`src/rtl/vga_capture_pkg.sv`:
```
// Shared types and constants for the VGA strip-capture peripheral.
package vga_capture_pkg;

   typedef enum logic [2:0] {
      StIdle     = 3'd0,
      StArmed    = 3'd1,
      StWaitLine = 3'd2,
      StWaitX    = 3'd3,
      StSample   = 3'd4,
      StDone     = 3'd5
   } cap_state_e;

   localparam logic [5:0] AddrCtrl       = 6'h00;
   localparam logic [5:0] AddrStatus     = 6'h04;
   localparam logic [5:0] AddrTargetY    = 6'h08;
   localparam logic [5:0] AddrTargetX    = 6'h0C;
   localparam logic [5:0] AddrStep       = 6'h10;
   localparam logic [5:0] AddrLineClocks = 6'h14;
   localparam logic [5:0] AddrFrameLines = 6'h18;
   localparam logic [5:0] AddrCapture    = 6'h20;

   localparam logic [9:0]  LineCntMax    = 10'h3FF;
   localparam logic [10:0] XCntMax       = 11'h7FF;
   localparam logic [11:0] LineClkMax    = 12'hFFF;
   localparam logic [10:0] FrameLinesMax = 11'h7FF;

endpackage

```
`src/rtl/vga_sync_edge.sv`:
```
// Polarity-corrects one sync input, registers it and emits leading/trailing edge pulses.
module vga_sync_edge (
   input  logic clk_i,
   input  logic rst_ni,
   input  logic sync_i,
   input  logic active_low_i,
   output logic lead_o,
   output logic trail_o
);

   logic sync_q, sync_prev_q;

   always_ff @(posedge clk_i or negedge rst_ni) begin
      if (!rst_ni) begin
         sync_q      <= 1'b0;
         sync_prev_q <= 1'b0;
      end else begin
         sync_q      <= sync_i ^ active_low_i;
         sync_prev_q <= sync_q;
      end
   end

   // Edges come from two registered samples so they appear one cycle after the input moves.
   assign lead_o  = sync_q & ~sync_prev_q;
   assign trail_o = ~sync_q & sync_prev_q;

endmodule

```
`src/rtl/tqvp_rejunity_vga_capture.sv`:
```
// TinyQV peripheral capturing a 1-bit pixel strip at a programmable (line, clock) position.
// LINE_CLOCKS / FRAME_LINES counters are built only when VGA_CAPTURE_MEASURE_EN is defined.
module tqvp_rejunity_vga_capture
   import vga_capture_pkg::*;
#(
   parameter int unsigned CAPTURE_BITS = 64
) (
   input  logic        clk,
   input  logic        rst_n,
   input  logic [7:0]  ui_in,
   output logic [7:0]  uo_out,
   input  logic [5:0]  address,
   input  logic [31:0] data_in,
   input  logic [1:0]  data_write_n,
   input  logic [1:0]  data_read_n,
   output logic [31:0] data_out,
   output logic        data_ready,
   output logic        user_interrupt
);

   localparam int unsigned IdxW  = $clog2(CAPTURE_BITS);
   localparam int unsigned Words = CAPTURE_BITS / 32;
   localparam logic [IdxW-1:0] LastIdx = IdxW'(CAPTURE_BITS - 1);

   cap_state_e              state_q;
   logic                    hs_low_q, vs_low_q;
   logic [2:0]              mask_q;
   logic [9:0]              target_y_q, line_cnt_q;
   logic [10:0]             target_x_q, x_cnt_q;
   logic [7:0]              step_q, step_cnt_q, step_eff;
   logic [IdxW-1:0]         bit_idx_q;
   logic [CAPTURE_BITS-1:0] capture_q;
   logic                    done_q, short_q, irq_q;
   logic                    hs_lead, hs_trail, vs_lead, vs_trail;
   logic                    wr_en, ctrl_wr, pixel;
   logic [11:0]             line_clocks;
   logic [10:0]             frame_lines;
   logic                    unused_bits;

   assign wr_en    = (data_write_n == 2'b10);
   assign ctrl_wr  = wr_en && (address == AddrCtrl);
   assign pixel    = |(ui_in[2:0] & mask_q);
   assign step_eff = (step_q == 8'd0) ? 8'd1 : step_q;

   assign uo_out         = 8'd0;
   assign data_ready     = 1'b1;
   assign user_interrupt = irq_q;
   assign unused_bits    = ^{ui_in[7], ui_in[4:3], data_in[31:11], data_read_n, vs_trail};

   vga_sync_edge u_hsync_edge (
      .clk_i       (clk),
      .rst_ni      (rst_n),
      .sync_i      (ui_in[6]),
      .active_low_i(hs_low_q),
      .lead_o      (hs_lead),
      .trail_o     (hs_trail)
   );

   vga_sync_edge u_vsync_edge (
      .clk_i       (clk),
      .rst_ni      (rst_n),
      .sync_i      (ui_in[5]),
      .active_low_i(vs_low_q),
      .lead_o      (vs_lead),
      .trail_o     (vs_trail)
   );

   always_ff @(posedge clk or negedge rst_n) begin
      if (!rst_n) begin
         hs_low_q   <= 1'b1;
         vs_low_q   <= 1'b1;
         mask_q     <= 3'b111;
         target_y_q <= '0;
         target_x_q <= '0;
         step_q     <= 8'd1;
      end else if (wr_en) begin
         case (address)
            AddrCtrl: begin
               hs_low_q <= data_in[2];
               vs_low_q <= data_in[3];
               mask_q   <= data_in[6:4];
            end
            AddrTargetY: target_y_q <= data_in[9:0];
            AddrTargetX: target_x_q <= data_in[10:0];
            AddrStep:    step_q     <= data_in[7:0];
            default: ;
         endcase
      end
   end

   always_ff @(posedge clk or negedge rst_n) begin
      if (!rst_n) begin
         state_q    <= StIdle;
         line_cnt_q <= '0;
         x_cnt_q    <= '0;
         step_cnt_q <= '0;
         bit_idx_q  <= '0;
         capture_q  <= '0;
         done_q     <= 1'b0;
         short_q    <= 1'b0;
         irq_q      <= 1'b0;
      end else if (ctrl_wr && data_in[1]) begin
         state_q <= StIdle;
         done_q  <= 1'b0;
         irq_q   <= 1'b0;
      end else if (ctrl_wr && data_in[0]) begin
         state_q   <= StArmed;
         done_q    <= 1'b0;
         short_q   <= 1'b0;
         capture_q <= '0;
         irq_q     <= 1'b0;
      end else begin
         if (ctrl_wr) irq_q <= 1'b0;
         unique case (state_q)
            StIdle: ;
            StArmed: begin
               if (vs_lead) begin
                  line_cnt_q <= '0;
                  state_q    <= StWaitLine;
               end
            end
            StWaitLine: begin
               if (hs_trail) begin
                  if (line_cnt_q == target_y_q) begin
                     x_cnt_q <= '0;
                     state_q <= StWaitX;
                  end else if (line_cnt_q != LineCntMax) begin
                     line_cnt_q <= line_cnt_q + 10'd1;
                  end
               end
            end
            StWaitX: begin
               if (hs_lead) begin
                  short_q <= 1'b1;
                  done_q  <= 1'b1;
                  irq_q   <= 1'b1;
                  state_q <= StDone;
               end else if (x_cnt_q == target_x_q) begin
                  capture_q[0] <= pixel;
                  bit_idx_q    <= IdxW'(1);
                  step_cnt_q   <= 8'd1;
                  state_q      <= StSample;
               end else if (x_cnt_q != XCntMax) begin
                  x_cnt_q <= x_cnt_q + 11'd1;
               end
            end
            StSample: begin
               // A new line arriving early truncates the strip; untaken bits stay 0.
               if (hs_lead) begin
                  short_q <= 1'b1;
                  done_q  <= 1'b1;
                  irq_q   <= 1'b1;
                  state_q <= StDone;
               end else if (step_cnt_q >= step_eff) begin
                  capture_q[bit_idx_q] <= pixel;
                  step_cnt_q           <= 8'd1;
                  if (bit_idx_q == LastIdx) begin
                     done_q  <= 1'b1;
                     irq_q   <= 1'b1;
                     state_q <= StDone;
                  end else begin
                     bit_idx_q <= bit_idx_q + 1'b1;
                  end
               end else begin
                  step_cnt_q <= step_cnt_q + 8'd1;
               end
            end
            StDone: ;
            default: state_q <= StIdle;
         endcase
      end
   end

`ifdef VGA_CAPTURE_MEASURE_EN
   logic [11:0] clk_cnt_q, line_clocks_q;
   logic [10:0] hs_cnt_q, frame_lines_q;

   always_ff @(posedge clk or negedge rst_n) begin
      if (!rst_n) begin
         clk_cnt_q     <= '0;
         line_clocks_q <= '0;
         hs_cnt_q      <= '0;
         frame_lines_q <= '0;
      end else begin
         if (hs_lead) begin
            line_clocks_q <= clk_cnt_q;
            clk_cnt_q     <= 12'd1;
         end else if (clk_cnt_q != LineClkMax) begin
            clk_cnt_q <= clk_cnt_q + 12'd1;
         end
         // A line starting on the vsync edge itself belongs to the new frame.
         if (vs_lead) begin
            frame_lines_q <= hs_cnt_q;
            hs_cnt_q      <= {10'd0, hs_lead};
         end else if (hs_lead && hs_cnt_q != FrameLinesMax) begin
            hs_cnt_q <= hs_cnt_q + 11'd1;
         end
      end
   end

   assign line_clocks = line_clocks_q;
   assign frame_lines = frame_lines_q;
`else
   assign line_clocks = '0;
   assign frame_lines = '0;
`endif

   always_comb begin
      data_out = '0;
      case (address)
         AddrStatus:     data_out = {22'd0, short_q, done_q, 5'd0, state_q};
         AddrTargetY:    data_out = {22'd0, target_y_q};
         AddrTargetX:    data_out = {21'd0, target_x_q};
         AddrStep:       data_out = {24'd0, step_q};
         AddrLineClocks: data_out = {20'd0, line_clocks};
         AddrFrameLines: data_out = {21'd0, frame_lines};
         default: ;
      endcase
      for (int w = 0; w < int'(Words); w++) begin
         if (address == AddrCapture + 6'(4 * w)) data_out = capture_q[32*w +: 32];
      end
   end

endmodule

```
`config.mk`:
```
export PLATFORM = sky130hd
export DESIGN_NAME = tqvp_rejunity_vga_capture
export DESIGN_NICKNAME = d
export VERILOG_FILES = /design/src/rtl/vga_capture_pkg.sv /design/src/rtl/vga_sync_edge.sv /design/src/rtl/tqvp_rejunity_vga_capture.sv
export SDC_FILE = /design/constraint.sdc
export NUM_CORES = 1
export LEC_CHECK = 0
export ABC_AREA = 1
export CAP_MARGIN = 25
export CORE_UTILIZATION = 60
export CTS_BUF_LIST = sky130_fd_sc_hd__clkbuf_8
export DETAILED_ROUTE_END_ITERATION = 8
export PLACE_DENSITY = 0.83
export SLEW_MARGIN = 10
export SYNTH_ARGS = -nofsm -noshare
export SYNTH_HDL_FRONTEND = slang
export SYNTH_SLANG_ARGS = --single-unit
```
`constraint.sdc`:
```
create_clock -name clk -period 2.95 [get_ports clk]
set_clock_uncertainty 0.1 [all_clocks]
set_input_delay 0.295 -clock clk [delete_from_list [all_inputs] [get_ports clk]]
set_output_delay 0.295 -clock clk [all_outputs]
set_load 0.05 [all_outputs]
```
Word level (Yosys, flattened, before mapping)
Index checks and enable logic that the tools add are counted.
{"block": "op_classes", "add_sub_neg": 4, "n_mul": 0, "div": 0, "magnitude_cmp": 3, "eq_ne": 42, "shifts": 0, "mux": 64, "bitwise": 11, "reduce_logical": 32}
{"operator": "two-way mux 64 bit", "n": 3}
{"operator": "bitwise mux 64 bit", "n": 1}
{"operator": "two-way mux 32 bit", "n": 2}
{"operator": "two-way mux 63 bit", "n": 1}
{"operator": "two-way mux 11 bit", "n": 5}
{"operator": "one-hot mux 11 bit (4 select lines)", "n": 1}
{"operator": "two-way mux 10 bit", "n": 4}
{"operator": "two-way mux 8 bit", "n": 5}
{"operator": "two-way mux 3 bit", "n": 10}
{"operator": "two-way mux 6 bit", "n": 5}
{"operator": "inequality test 2 bit, second input constant", "n": 11}
{"operator": "one-hot mux 11 bit (2 select lines)", "n": 1}
{"operator": "one-hot mux 10 bit (2 select lines)", "n": 1}
{"operator": "== test 6 bit, second input constant", "n": 3}
{"operator": "two-way mux 1 bit", "n": 18}
{"operator": "one-hot mux 8 bit (2 select lines)", "n": 1}
{"operator": "AND reduction 8 bit", "n": 2}
{"operator": "inequality test 5 bit, second input constant", "n": 3}
{"operator": "one-hot mux 3 bit (5 select lines)", "n": 1}
{"operator": "AND reduction 7 bit", "n": 2}
{"operator": "nonzero test 2 bit", "n": 7}
{"operator": "== test 6 x 4 -> 1 bit, second input constant", "n": 2}
{"operator": "inequality test 3 bit, second input constant", "n": 4}
{"operator": "inequality test 4 bit, second input constant", "n": 3}
{"operator": "other kinds (39)", "n": 60}
{"block": "word_totals", "regBits": 143, "latchBits": 0, "mem_bits_rw": 0, "mem_bits_ro": 0, "inputBits": 52, "out_inout_bits": 42, "memories": 0}

Depth between registers and ports, before layout
Gate-level depths: netlist (run 1).
{"block": "depth", "ltp_word": 9, "mapped_depth": 18, "depth_no_buf": 18}

Modules after synthesis
From an unflattened synthesis (run 1), not the netlist that was laid out.
{"block": "hier_totals", "cells_unflattened": 1321, "area_unflattened_um2": 9227.6}
{"mod": "tqvp_rejunity_vga_capture", "n_inst": 1, "cells_each": 1299, "area_per_inst_um2": 9059.9, "seq_area_each_um2": 3485.8}
{"mod": "vga_sync_edge", "n_inst": 2, "cells_each": 11, "area_per_inst_um2": 83.8, "seq_area_each_um2": 50.0}

Worst setup path before layout (run 1)
OpenSTA, ideal clock, no wires.
{"block": "synth_path", "kind": "register -> register", "startpoint": "register step_q[3]", "endpoint": "register capture_q[40]", "setup_time_ns": 0.117, "arrival_time_ns": 1.937, "slack_ns": 0.796, "path_stages_with_launch": 18, "n_path_buf": 2, "synth_period_minus_slack_ns": 2.154, "cell_sequence": "dfrtp_1 inv_1 nand4_1 o41ai_1 ha_1 inv_1 nand2_1 nand2_1 nand2_1 nand2_1 nand2_1 nand3_2 nand3_2 nand2_2 buf_6 buf_6 nand4_1 nand2_1"}
{"block": "synth_via", "elab_chain_len": 5}
{"item": "from (decl)", "line": "tqvp_rejunity_vga_capture.sv:30", "text": "logic [7:0] step_q, step_cnt_q, step_eff;"}
{"item": "from (signal assigned)", "line": "tqvp_rejunity_vga_capture.sv:85", "text": "AddrStep: step_q <= data_in[7:0];"}
{"item": "logical NOT 8 bit", "line": "tqvp_rejunity_vga_capture.sv:43", "text": "assign step_eff = (step_q == 8'd0) ? 8'd1 : step_q;"}
{"item": "two-way mux 8 bit *", "line": "tqvp_rejunity_vga_capture.sv:43"}
{"item": "greater-or-equal comparator 8 bit *", "line": "tqvp_rejunity_vga_capture.sv:154", "text": "end else if (step_cnt_q >= step_eff) begin"}
{"item": "nonzero test 2 bit (no line) *"}
{"item": "AND reduction 4 bit (no line) *"}
{"item": "to (signal, indexed assignment)", "line": "tqvp_rejunity_vga_capture.sv:155", "text": "capture_q[bit_idx_q] <= pixel;"}
{"item": "to (decl)", "line": "tqvp_rejunity_vga_capture.sv:32", "text": "logic [CAPTURE_BITS-1:0] capture_q;"}
Mark *: on every way between the ends. The rest lies on a longest branch, timed or not.
A chain may end at the register's enable or synchronous reset.

Worst setup path in the final report (run 1)
{"block": "layout_path", "startpoint": "input address[4]", "endpoint": "output data_out[1]"}
{"block": "layout_via", "elab_chain_len": 4, "elab_cells_between_ends": 9, "cone_classes": "6 x eq/ne; 3 x mux"}
{"item": "from (decl)", "line": "tqvp_rejunity_vga_capture.sv:12", "text": "input logic [5:0] address,"}
{"item": "== test 6 x 5 -> 1 bit, or another cell as far along", "line": "tqvp_rejunity_vga_capture.sv:210", "text": "case (address)"}
{"item": "one-hot mux 11 bit (4 select lines)", "line": "tqvp_rejunity_vga_capture.sv:210"}
{"item": "two-way mux 32 bit", "line": "tqvp_rejunity_vga_capture.sv:220", "text": "if (address == AddrCapture + 6'(4 * w)) data_out = capture_q[32*w +: 32];"}
{"item": "two-way mux 32 bit *", "line": "tqvp_rejunity_vga_capture.sv:220"}
{"item": "to (decl)", "line": "tqvp_rejunity_vga_capture.sv:16", "text": "output logic [31:0] data_out,"}
Marks and branches as above.

==> impl_metrics.py, run 1 <==
metrics = {
    "cts": {
        "tritoncts": "done",
        "cts.root.buffer_cell": "clkbuf_8",
        "clock_insertion_delay_worst_skew_ns": 0.47,
        "cts.sinks": 143,
        "worst_path_clk_slew_ns": 0.08,
        "htree_num_levels": 4,
        "cts_repair_resize_count": 0,
        "cts_made_buffers": 17,
        "cts.path.max_buffers": 2,
    },
    "synthesis": {
        "synthDominantCellAreaShare_pct": 36.5,
        "synth_area_mm2": 0.00940,
        "syn_avg_cell_area_um2": 7.28,
        "post_synth_main_area_contributors": "dfrtp_1 (36%), nand2_1 (18%), nand4_1 (5.4%), nand3_1 (5.4%), nor3_1 (3.7%)",
        "muxShareOfSynthArea_pct": 0.120,
        "synth_xor_xnor_area_share_pct": 3.91,
        "synth_compound_gate_area_share_pct": 8.05,
        "syn-instance-count": 1292,
        "ys_types": 50,
        "synth.yosys.seq_area_share_pct": 38.1,
        "synth_top_family_by_area": "simple AND/OR/NAND/NOR gates",
        "synth-warning-count": 0,
        "post_synth_fa_ha_maj_area_fraction_pct": 1.60,
        "synth_top_cell_by_area": "dfrtp_1",
        "synth-seq-cells": 143,
        "synth_simple_gate_area_share_pct": 40.0,
    },
    "die": {
        "die_width_um": 127,
        "floorplan.die.height_um": 127,
        "core_mm2": 0.0153,
        "initial_utilization_pct": 61.6,
        "placementRows": 45,
        "die_outline_area_mm2": 0.0162,
        "num_io_pins": 94,
    },
    "pwr": {
        "sw_frac_of_total_pct": 36.4,
        "clkPwrFrac_pct": 32.7,
        "combPwrFrac_pct": 28.0,
        "power.net_switching_w": 0.00213,
        "fin_total_pwr_w": 0.00583,
        "cellInternalPower_w": 0.00371,
        "max-vdd-ir-drop_uv": 379,
        "share_seq_of_total_power_pct": 39.3,
        "power_density_mw_per_mm2": 535,
        "leakagePower_nw": 5.26,
    },
    "detailed_routing": {
        "drt_pre_antenna_iters": 6,
        "routed_wirelength_mm": 24.6,
        "route.vias.total": 9097,
        "drt.antenna.violating_nets": 0,
        "wl_per_cell_um": 16.0,
        "drt_drc_violations_left": 0,
        "routed_via_density": 5.91,
        "detail_route.iter0.violations": 842,
    },
    "sta": {
        "worst_pin_slew_ns": 0.895,
        "grt_setup_unrepaired": "no",
        "setup_viol": 0,
        "hold_violations": 0,
        "relSlewSlack_pct": 40.0,
        "timing.fmax_mhz": 369,
        "layout_min_cycle_time_ns": 2.71,
        "final.period_utilization_pct": 91.8,
        "finalSetupTns_ns": 0,
        "report.final.slew_viol_count": 0,
    },
    "worst_setup_path": {
        "critical_path_cell_list": "clkdlybuf4s50_1 > nor2_2 > nand3_1 > clkinv_1 > nand2_1 > o21ai_0 > a211oi_1 > nand3_1 > buf_12",
        "path_class": "in -> out",
        "cp_slowest_stage_delay_ns": 0.58,
        "crit_path_frequent_cell": "nand3_1",
        "worstPathMaxFanout": 6,
        "crit_path_top_delay_cell": "clkdlybuf4s50_1",
        "worstPathRequired_ns": 2.56,
        "crit_arrival_ns": 2.31,
        "end_kind": "primary output",
        "start_kind": "input port",
    },
    "cells_and_area": {
        "antenna_cells_inserted": 0,
        "area_growth_syn_to_layout_pct": 16.0,
        "fillCellCount": 1178,
        "final-seq-area_mm2": 0.00359,
        "multiInputGateArea_mm2": 0.00510,
        "drive_above_1_share_pct": 11.9,
        "design.final.nets": 1379,
    },
    "global_route": {
        "grt_util_all_layers_pct": 32.4,
        "vias_in_the_first_global_route": 8375,
        "largest_net_degree_at_the_start_of_global_routing": 75,
        "gr-total-overflow": 0,
        "number_of_antenna_violations_at_the_first_check_in_global_routing": 0,
        "grt_pass1_wl_mm": 41.2,
    },
    "place": {
        "io_buffer_count": 58,
        "hpwl_mm": 16.7,
        "gpl.final_weighted_congestion": 0.881,
    },
    "flow_run": {
        "maxCapViolations": 0,
    },
    "run_status": {
        "status": "finished clean",
    },
    "hold_path": {
        "min_path_type": "in -> reg",
    },
}
## path summary, 6_finish.rpt
check | startpoint | to | slack (ns) | cells past startpoint
setup / recovery | address[4] | data_out[1] | 0.24 | 9
hold / removal | ui_in[6] | u_hsync_edge.sync_q$_DFF_PN0_ | 0.29 | 2
setup reg to reg | step_q[3]$_DFFE_PN0P_ | capture_q[20]$_DFFE_PN0P_ | 0.33 | 16
hold reg to reg | u_vsync_edge.sync_q$_DFF_PN0_ | u_vsync_edge.sync_prev_q$_DFF_PN0_ | 0.35 | 0
max in group asynchronous | rst_n | mask_q[0]$_DFFE_PN1P_ | 1.67 | 3
min in group asynchronous | rst_n | line_cnt_q[3]$_DFFE_PN0P_ | 0.31 | 2
## power groups by stage
stage                     sequential, W  combinational, W  clock, W
after global routing            0.00231           0.00180   0.00200
after global placement          0.00232           0.00156         0
after CTS                       0.00229           0.00162   0.00192
final                           0.00229           0.00163   0.00191
after floorplan                 0.00227           0.00123         0
after detailed placement        0.00232           0.00160         0
## what timing repair did
item | 4_1_cts | 5_1_grt
endpoints found under the hold margin | 72 | 0
buffers inserted | 0 | 0
hold buffers | 1 | 0
## kinds of logic (layout without fill, tap and decap cells)
family,Yosys count,in the layout
compound gates,112,112
fa+ha+maj,12,12
mux,1,1
other cells,2,9
simple gates,814,814
xor+xnor,42,42
flops,143,143
buf+inv,166,195
## registers in the layout, summed over array words and instances, names as in the netlist, 3 cells and up
name	cells
state_q	3
line_cnt_q	10
mask_q	3
step_cnt_q	8
step_q	8
target_y_q	10
x_cnt_q	11
capture_q	64
bit_idx_q	6
target_x_q	11
## through the flow
stage,instance area [um2],setup slack [ns],instances,hold slack [ns],utilization (%)
2_1_floorplan,9430,0.796,1299,-0.101,-
3_3_place_gp,10400,0.297,1506,0.265,68.3
3_5_place_dp,10400,0.278,1506,0.263,68.3
4_1_cts,10900,0.257,1539,0.279,71.5
5_1_grt,10900,0.113,1539,0.289,71.5
6_report,10900,0.243,1539,0.294,71.5
## critical path, delay by kind of cell
kind / cells / cell delay, ns
compound gates: 2 / 0.43
buf+inv: 3 / 1.01
simple gates: 4 / 0.57
## layout by cell type, fill, tap and decap left out, types with 3 or more instances in the layout
cell type	n
buf_12	40
xnor2_1	18
xor2_1	24
clkdlybuf4s50_1	25
nand3_1	100
a21oi_1	7
nor3_4	4
nor2_2	4
nand3_4	3
o21ai_2	13
nand2_4	5
bufinv_16	6
o21ai_0	47
nor3_2	7
a211oi_1	4
o2111ai_1	6
buf_4	12
clkinv_1	5
a22o_1	21
nor3_1	69
a22oi_1	6
nand2_1	457
nor2_1	60
inv_1	67
clkbuf_8	19
nand2_2	8
ha_1	12
inv_2	13
clkinv_2	3
nor2_4	3
nand3_2	4
nand4_1	81
conb_1	9
dfrtp_1	137
nand3b_1	3
dfstp_2	6
## cell usage after synthesis, drive strengths merged
cell     number
a211oi        4
mux2          1
a21oi         7
xor2         24
nand4        81
or2           2
buf          54
o41ai         1
nand3b        3
nor3b         2
conb          2
nand3       107
o2111ai       6
dfstp         6
inv          79
a22o         21
nor2         69
a41oi         1
o21bai        1
nand2       470
ha           12
dfrtp       137
a22oi         6
clkinv        5
o21ai        60
o22ai         2
o211ai        1
a21o          1
clkbuf       28
a221oi        1
xnor2        18
nor3         80
## area by class of cell
type | instances | area share (%)
Timing Repair Buffer | 79 | 10.7
Multi-Input combinational cell | 990 | 46.7
Sequential cell | 143 | 32.9
Clock inverter | 13 | 2.00
Clock buffer | 19 | 2.40
Inverter | 84 | 2.91
Tap cell | 211 | 2.42
## layer usage
| layer | GRT usage, % | wire [um] |
|---|---|---|
| met2 | 51.2 | 11500 |
| met4 | 12.8 | 684 |
| met5 | 0 | 0 |
| met1 | 43.5 | 10500 |
| met3 | 7.08 | 2010 |
Note: power is estimated with default switching activity, not from simulation.
==> run 2: changes to the inputs <==
--- a/config.mk
+++ b/config.mk
@@ -9,9 +9,11 @@
 export CAP_MARGIN = 25
 export CORE_UTILIZATION = 60
 export CTS_BUF_LIST = sky130_fd_sc_hd__clkbuf_8
+export CTS_CLUSTER_SIZE = 16
 export DETAILED_ROUTE_END_ITERATION = 8
 export PLACE_DENSITY = 0.83
 export SLEW_MARGIN = 10
 export SYNTH_ARGS = -nofsm -noshare
 export SYNTH_HDL_FRONTEND = slang
 export SYNTH_SLANG_ARGS = --single-unit
+export TNS_END_PERCENT = 20
==> results of run 2 <==
Same layout as run 1: the final DEF is identical, and so are final timing and power.
==> run 3: changes to the inputs <==
--- a/config.mk
+++ b/config.mk
@@ -5,13 +5,13 @@
 export SDC_FILE = /design/constraint.sdc
 export NUM_CORES = 1
 export LEC_CHECK = 0
-export ABC_AREA = 1
 export CAP_MARGIN = 25
 export CORE_UTILIZATION = 60
 export CTS_BUF_LIST = sky130_fd_sc_hd__clkbuf_8
 export CTS_CLUSTER_SIZE = 16
 export DETAILED_ROUTE_END_ITERATION = 8
-export PLACE_DENSITY = 0.83
+export DONT_BUFFER_PORTS = 1
+export PLACE_DENSITY = 0.76
 export SLEW_MARGIN = 10
 export SYNTH_ARGS = -nofsm -noshare
 export SYNTH_HDL_FRONTEND = slang
==> impl_metrics.py, run 3 <==
metrics = {
    "detailed_routing": {
        "wl_met1_mm": 9.28,
        "routed_via_density": 7.16,
        "routed_wirelength_mm": 24.2,
        "drt_pre_antenna_iters": 8,
        "detail_route.iter0.violations": 806,
        "met2_length_mm": 11.7,
        "drt_drc_violations_left": 0,
        "top_layer": "met4",
        "route.vias.total": 7257,
        "wl_met3_mm": 2.26,
        "drt.antenna.violating_nets": 0,
        "wl_per_cell_um": 23.8,
    },
    "place": {
        "placed_cell_area_mm2": 0.00832,
        "hpwl_mm": 14.3,
        "placed_cells": 956,
        "gpl.final_weighted_congestion": 0.970,
        "post-place-ws_ns": -0.107,
        "io_buffer_count": 0,
    },
    "cells_and_area": {
        "drive_above_1_share_pct": 32.3,
        "multiInputGateArea_mm2": 0.00473,
        "most_frequent_cells_in_the_layout": "dfrtp_1 (137), buf_4 (64), nand2_1 (47), a311oi_2 (47), o21ai_0 (46)",
        "finalInstanceArea_mm2": 0.00978,
        "reg.largest.list": "capture_q (64), target_x_q (11), x_cnt_q (11)",
        "antenna_cells_inserted": 0,
        "largest_reg_flops": 64,
        "final-seq-area_mm2": 0.00359,
        "layout.cells.most_common": "dfrtp_1",
        "instances_no_fill": 1014,
        "fillCellCount": 758,
        "area_growth_syn_to_layout_pct": 22.5,
        "register_with_the_most_flip_flops": "capture_q",
        "design.final.nets": 893,
    },
    "worst_setup_path": {
        "start_kind": "register",
        "worstPathMaxFanout": 9,
        "critical_path_depth": 12,
        "worst_r2r_path_depth": 12,
        "path_buf_inv": 3,
        "path_class": "reg -> reg",
        "crit_path_frequent_cell": "buf_6",
        "crit_path_top_delay_cell": "a2111o_1",
        "cpLargestDelayFamily": "compound AO/OA/AOI/OAI gates",
        "cp_slowest_stage_delay_ns": 0.46,
        "end_kind": "register",
        "worstPathRequired_ns": 3.16,
        "critical_path_cell_list": "nor4_2 > a41o_1 > ha_1 > nand2b_4 > a2111o_1 > a21oi_4 > buf_6 > nor4_4 > buf_6 > buf_12 > a31oi_2 > a311oi_2",
        "crit_arrival_ns": 3.25,
    },
    "sta": {
        "layout_min_cycle_time_ns": 3.04,
        "final.period_utilization_pct": 103,
        "hold_violations": 143,
        "post_route_worst_setup_slack_ns": -0.0851,
        "relSlewSlack_pct": 1.82,
        "setup_viol": 21,
        "worst_pin_slew_ns": 1.47,
        "fin_hold_ws_ns": -0.572,
        "timing.fmax_mhz": 329,
        "report.final.slew_viol_count": 0,
        "grt_setup_unrepaired": "yes",
    },
    "global_route": {
        "grt_util_all_layers_pct": 32.4,
        "number_of_antenna_violations_at_the_first_check_in_global_routing": 0,
        "largest_net_degree_at_the_start_of_global_routing": 144,
        "grt_pass1_wl_mm": 34.9,
        "gr-total-overflow": 0,
        "vias_in_the_first_global_route": 6674,
    },
    "synthesis": {
        "ys_types": 70,
        "synth_top_cell_by_area": "dfrtp_1",
        "synthTopCellsByCount": "dfrtp_1 (137), a31oi_1 (67), a311oi_1 (61)",
        "post_synth_main_area_contributors": "dfrtp_1 (43%), a311oi_1 (6.7%), a31oi_1 (5.3%), mux2_2 (4.5%), o21ai_0 (2.9%)",
        "synth.yosys.seq_area_share_pct": 44.9,
        "synth_edf_count": 0,
        "synthDominantCellAreaShare_pct": 43.0,
        "most_common_cell_in_the_synthesized_netlist": "dfrtp_1",
        "syn-instance-count": 796,
        "syn_avg_cell_area_um2": 10.0,
        "synth_ff_type": "dfrtp_1",
        "synth-seq-cells": 143,
        "synth_area_mm2": 0.00798,
        "synth_async_sr_flop_share_pct": 100,
        "synth-warning-count": 0,
    },
    "pwr": {
        "sw_frac_of_total_pct": 28.5,
        "share_seq_of_total_power_pct": 50.7,
        "cellInternalPower_w": 0.00296,
        "power.net_switching_w": 0.00118,
        "combPwrFrac_pct": 12.4,
        "power_density_mw_per_mm2": 423,
        "max-vdd-ir-drop_uv": 340,
        "clkPwrFrac_pct": 36.9,
        "leakagePower_nw": 4.13,
        "fin_total_pwr_w": 0.00414,
    },
    "cts": {
        "postCtsHoldBufs": 12,
        "cts.path.max_buffers": 2,
        "cts.root.buffer_cell": "clkbuf_8",
        "clock_insertion_delay_worst_skew_ns": 0.46,
        "htree_num_levels": 4,
        "cts.sinks": 143,
        "worst_path_clk_slew_ns": 0.09,
        "cts_made_buffers": 17,
        "tritoncts": "done",
    },
    "die": {
        "initial_utilization_pct": 62.5,
        "core_mm2": 0.0128,
        "floorplan.die.height_um": 117,
        "die_outline_area_mm2": 0.0138,
        "die_width_um": 117,
        "placementRows": 41,
        "num_io_pins": 94,
    },
    "run_status": {
        "status": "finished with violations",
        "failed_checks": "negative hold slack, negative setup slack",
    },
    "hold_path": {
        "min_path_type": "in -> async",
    },
    "flow_run": {
        "maxCapViolations": 0,
    },
}
run 3: per-stage QoR:
stage          utilization [%]  TNS (ns)
6_report                  76.5    -0.599
5_1_grt                   76.5     -7.53
4_1_cts                   69.7  -0.00772
3_5_place_dp              65.2     -2.42
3_3_place_gp              65.2     -1.49
2_1_floorplan                -         0
run 3: power by group through the flow:
stage | Clock [W] | Combinational, W | Sequential [W]
floorplan | 0 | 0.000308 | 0.00211
global placement | 0 | 0.000376 | 0.00213
detailed placement | 0 | 0.000392 | 0.00213
CTS | 0.00153 | 0.000416 | 0.00210
global route | 0.00162 | 0.000540 | 0.00211
finish | 0.00153 | 0.000513 | 0.00210
run 3: path summary, 6_finish.rpt:
check	start	to	slack [ns]
setup / recovery	step_q[7]$_DFFE_PN0P_	capture_q[7]$_DFFE_PN0P_	-0.09
hold / removal	rst_n	x_cnt_q[0]$_DFFE_PN0P_	-0.57
setup reg to reg	step_q[7]$_DFFE_PN0P_	capture_q[7]$_DFFE_PN0P_	-0.09
hold reg to reg	u_vsync_edge.sync_q$_DFF_PN0_	u_vsync_edge.sync_prev_q$_DFF_PN0_	0.29
max in group asynchronous	rst_n	hs_low_q$_DFFE_PN1P_	3.12
min in group clk	data_in[0]	user_interrupt$_DFF_PN0_	0.04
run 3: area by class of cell:
class                      count  area share [%]
clock buffer                  20            2.82
clock inverter                12            1.13
sequential                   143            36.7
multi-input combinational    564            48.4
timing repair buffer          89            8.23
inverter                      14           0.538
tap                          172            2.20
run 3: cell families after synthesis:
group,count (synthesis),synth area share (%)
AOI/OAI and AO/OA,277,24.7
and+or+nand+nor,207,15.2
DFF,143,44.9
buffers and inverters,96,5.68
muxes,35,4.94
xor gates and xnor gates,24,2.63
adders and majority gates,12,1.88
other,2,0.0941
run 3: per-layer routing:
| layer | up-vias | global-route usage, % |
|---|---|---|
| li1 | 3113 | - |
| met1 | 3592 | 42.8 |
| met2 | 466 | 50.4 |
| met5 | - | 0 |
| met3 | 86 | 7.34 |
| met4 | 0 | 15.8 |
run 3: timing repair:
action | 4_1_cts | 5_1_grt
resized for setup | 8 | 140
pin swaps | 8 | 54
endpoints found under the setup margin | 51 | 70
gates cloned | 0 | 2
endpoints found under the hold margin | 176 | 143
buffers inserted | 5 | 9
==> edit: new RTL, flow settings as in run 3 <==
`CAPTURE_BITS`: 64 -> 128.
--- a/src/rtl/tqvp_rejunity_vga_capture.sv
+++ b/src/rtl/tqvp_rejunity_vga_capture.sv
@@ -3,7 +3,7 @@
 module tqvp_rejunity_vga_capture
    import vga_capture_pkg::*;
 #(
-   parameter int unsigned CAPTURE_BITS = 64
+   parameter int unsigned CAPTURE_BITS = 128
 ) (
    input  logic        clk,
    input  logic        rst_n,
Formal check against the unedited RTL: same outputs for any inputs over 4 cycles, from zero or initial values and one cycle with rst_n low; that may be too few to reach the edited logic, so the function may still have changed.
==> edit against run 3 <==
The run ends with negative hold slack left; setup slack better by 190 ps; sequential power up 58%; clock power up 70%; sequential cell count up 65; die area up 37%; total power up 79%; global-route usage up 3.0 points; synthesized cell count up 39%; wire length up 37%; cell area up 32%; synthesized area up 38%; critical endpoint is now capture_q[127]; highest routed layer unchanged.
==> edit: results (changes against run 3) <==
Clock network:
- The number of hold-repair buffers added at the cts stage came to 13 (+1).
- The number of buffers on the longest clock path is 3 (+1).
- The number of buffers created by CTS was 37 (+20).
- The clock insertion delay at the later pin of the skew report is 550 ps (+90 ps).
- The post-CTS setup buffer count is 0 (-5).
- The count of H-tree levels built during CTS is 2 (-2).
- The clock-pin transition on the worst setup and hold timing paths is 70 ps (-20 ps).
- The count of cells resized by post-cts repair is 1 (-7).

Critical path:
- The critical-path cell with the highest stage delay is dfrtp_1.
- The startpoint identified for the worst register-to-register timing path is step_q[2].
- The slack of the worst reg-to-reg path is 100 ps (+190 ps).
- The reg-to-reg critical path endpoint is capture_q[127].
- The delay of the slowest critical-path stage is 390 ps (-70 ps).

Outcome:
- The run finished, with violations left.
- The final reports fail on negative hold slack.

STA:
- The normalized max-slew margin is 42.3% (+41 points).
- The number of hold violations in the final report is 208 (+45%).
- The hold slack is -665 ps (-93.3 ps).

Placement:
- The placed instance count is 1337 (+40%).
- The HPWL after detailed placement is 20900 um (+46%).
- The placer congestion estimate came to 0.958 (-1.2%).

Logic synthesis:
- The synthesized-area fraction occupied by ao, oa, aoi and oai cells is 27.3% (+2.6 points).
- The arithmetic-cell share of the synthesized area counting full adders, half adders and majority gates was 1.37% (-0.52 points).
- The synthesized-area fraction occupied by xor and xnor cells is 1.91% (-0.72 points).
- The commonest cells after synthesis are dfrtp_1 (202), a31oi_1 (133), a211oi_1 (128).

GRT:
- The total global-route track usage came to 35.4% (+3.0 points).

Final layout:
- The final net count is 1230 (+38%).
- The share of layout cells above drive strength 1 came to 20.3% (-12 points).

Detailed routing:
- The aggregate routed wire length is 33100 um (+37%).
- The via count is 10100 (+40%).
- The ratio of routed vias to standard cells is 7.14 (-0.24%).
- The DRC marker count from the first detailed-route iteration is 1451 (+80%).
## edit: worst max-delay path by stage
stage | endpoint | slack [ps]
final | capture_q[127] | 100
after global routing | capture_q[62] | -6
after CTS | capture_q[45] | 10
after detailed placement | capture_q[64] | -40
after global placement | capture_q[120] | 40
after floorplan | data_out[0] | 20
## edit: where the power goes
part | total (mW) | internal (mW) | switching [mW]
Clock | 2.60 | 1.39 | 1.21
Combinational | 1.48 | 0.613 | 0.870
Sequential | 3.32 | 3.03 | 0.290
Total | 7.40 | 5.03 | 2.37
## edit: through the flow
stage	worst slack (ps)	setup TNS [ps]
2_1_floorplan	16.0	0
3_5_place_dp	-44.7	-374
5_1_grt	-5.88	-12.3
6_report	102	0
3_3_place_gp	41.8	0
4_1_cts	13.8	0
## edit: critical path: cells and delay by family (launching register included)
family | cells | cell delay (ps)
AND/OR/NAND/NOR | 3 | 680
flip-flops | 1 | 390
buffers and inverters | 1 | 160
adder cells (fa/ha/maj) | 1 | 220
AO/OA/AOI/OAI | 5 | 1180
## edit: area by class of cell
| class | count | area [um2] |
|---|---|---|
| multi-input cells | 775 | 5330 |
| flip-flops and latches | 208 | 5210 |
| fillers | 1291 | 5080 |
| repair buffers | 129 | 1290 |
| clock buffers | 46 | 633 |
| well taps | 229 | 287 |
| clock inverters | 16 | 66.3 |
| inverters | 15 | 56.3 |
## edit: layer usage
layer | GRT usage (%) | share of wire (%) | wire length [um] | up-vias
met2 | 53.5 | 46 | 15300 | 650
met5 | 0 | 0 | 0 | -
met3 | 7.84 | 11 | 3560 | 103
met1 | 50.3 | 40 | 13200 | 4942
met4 | 11.9 | 3.1 | 1010 | 0
li1 | - | - | - | 4429
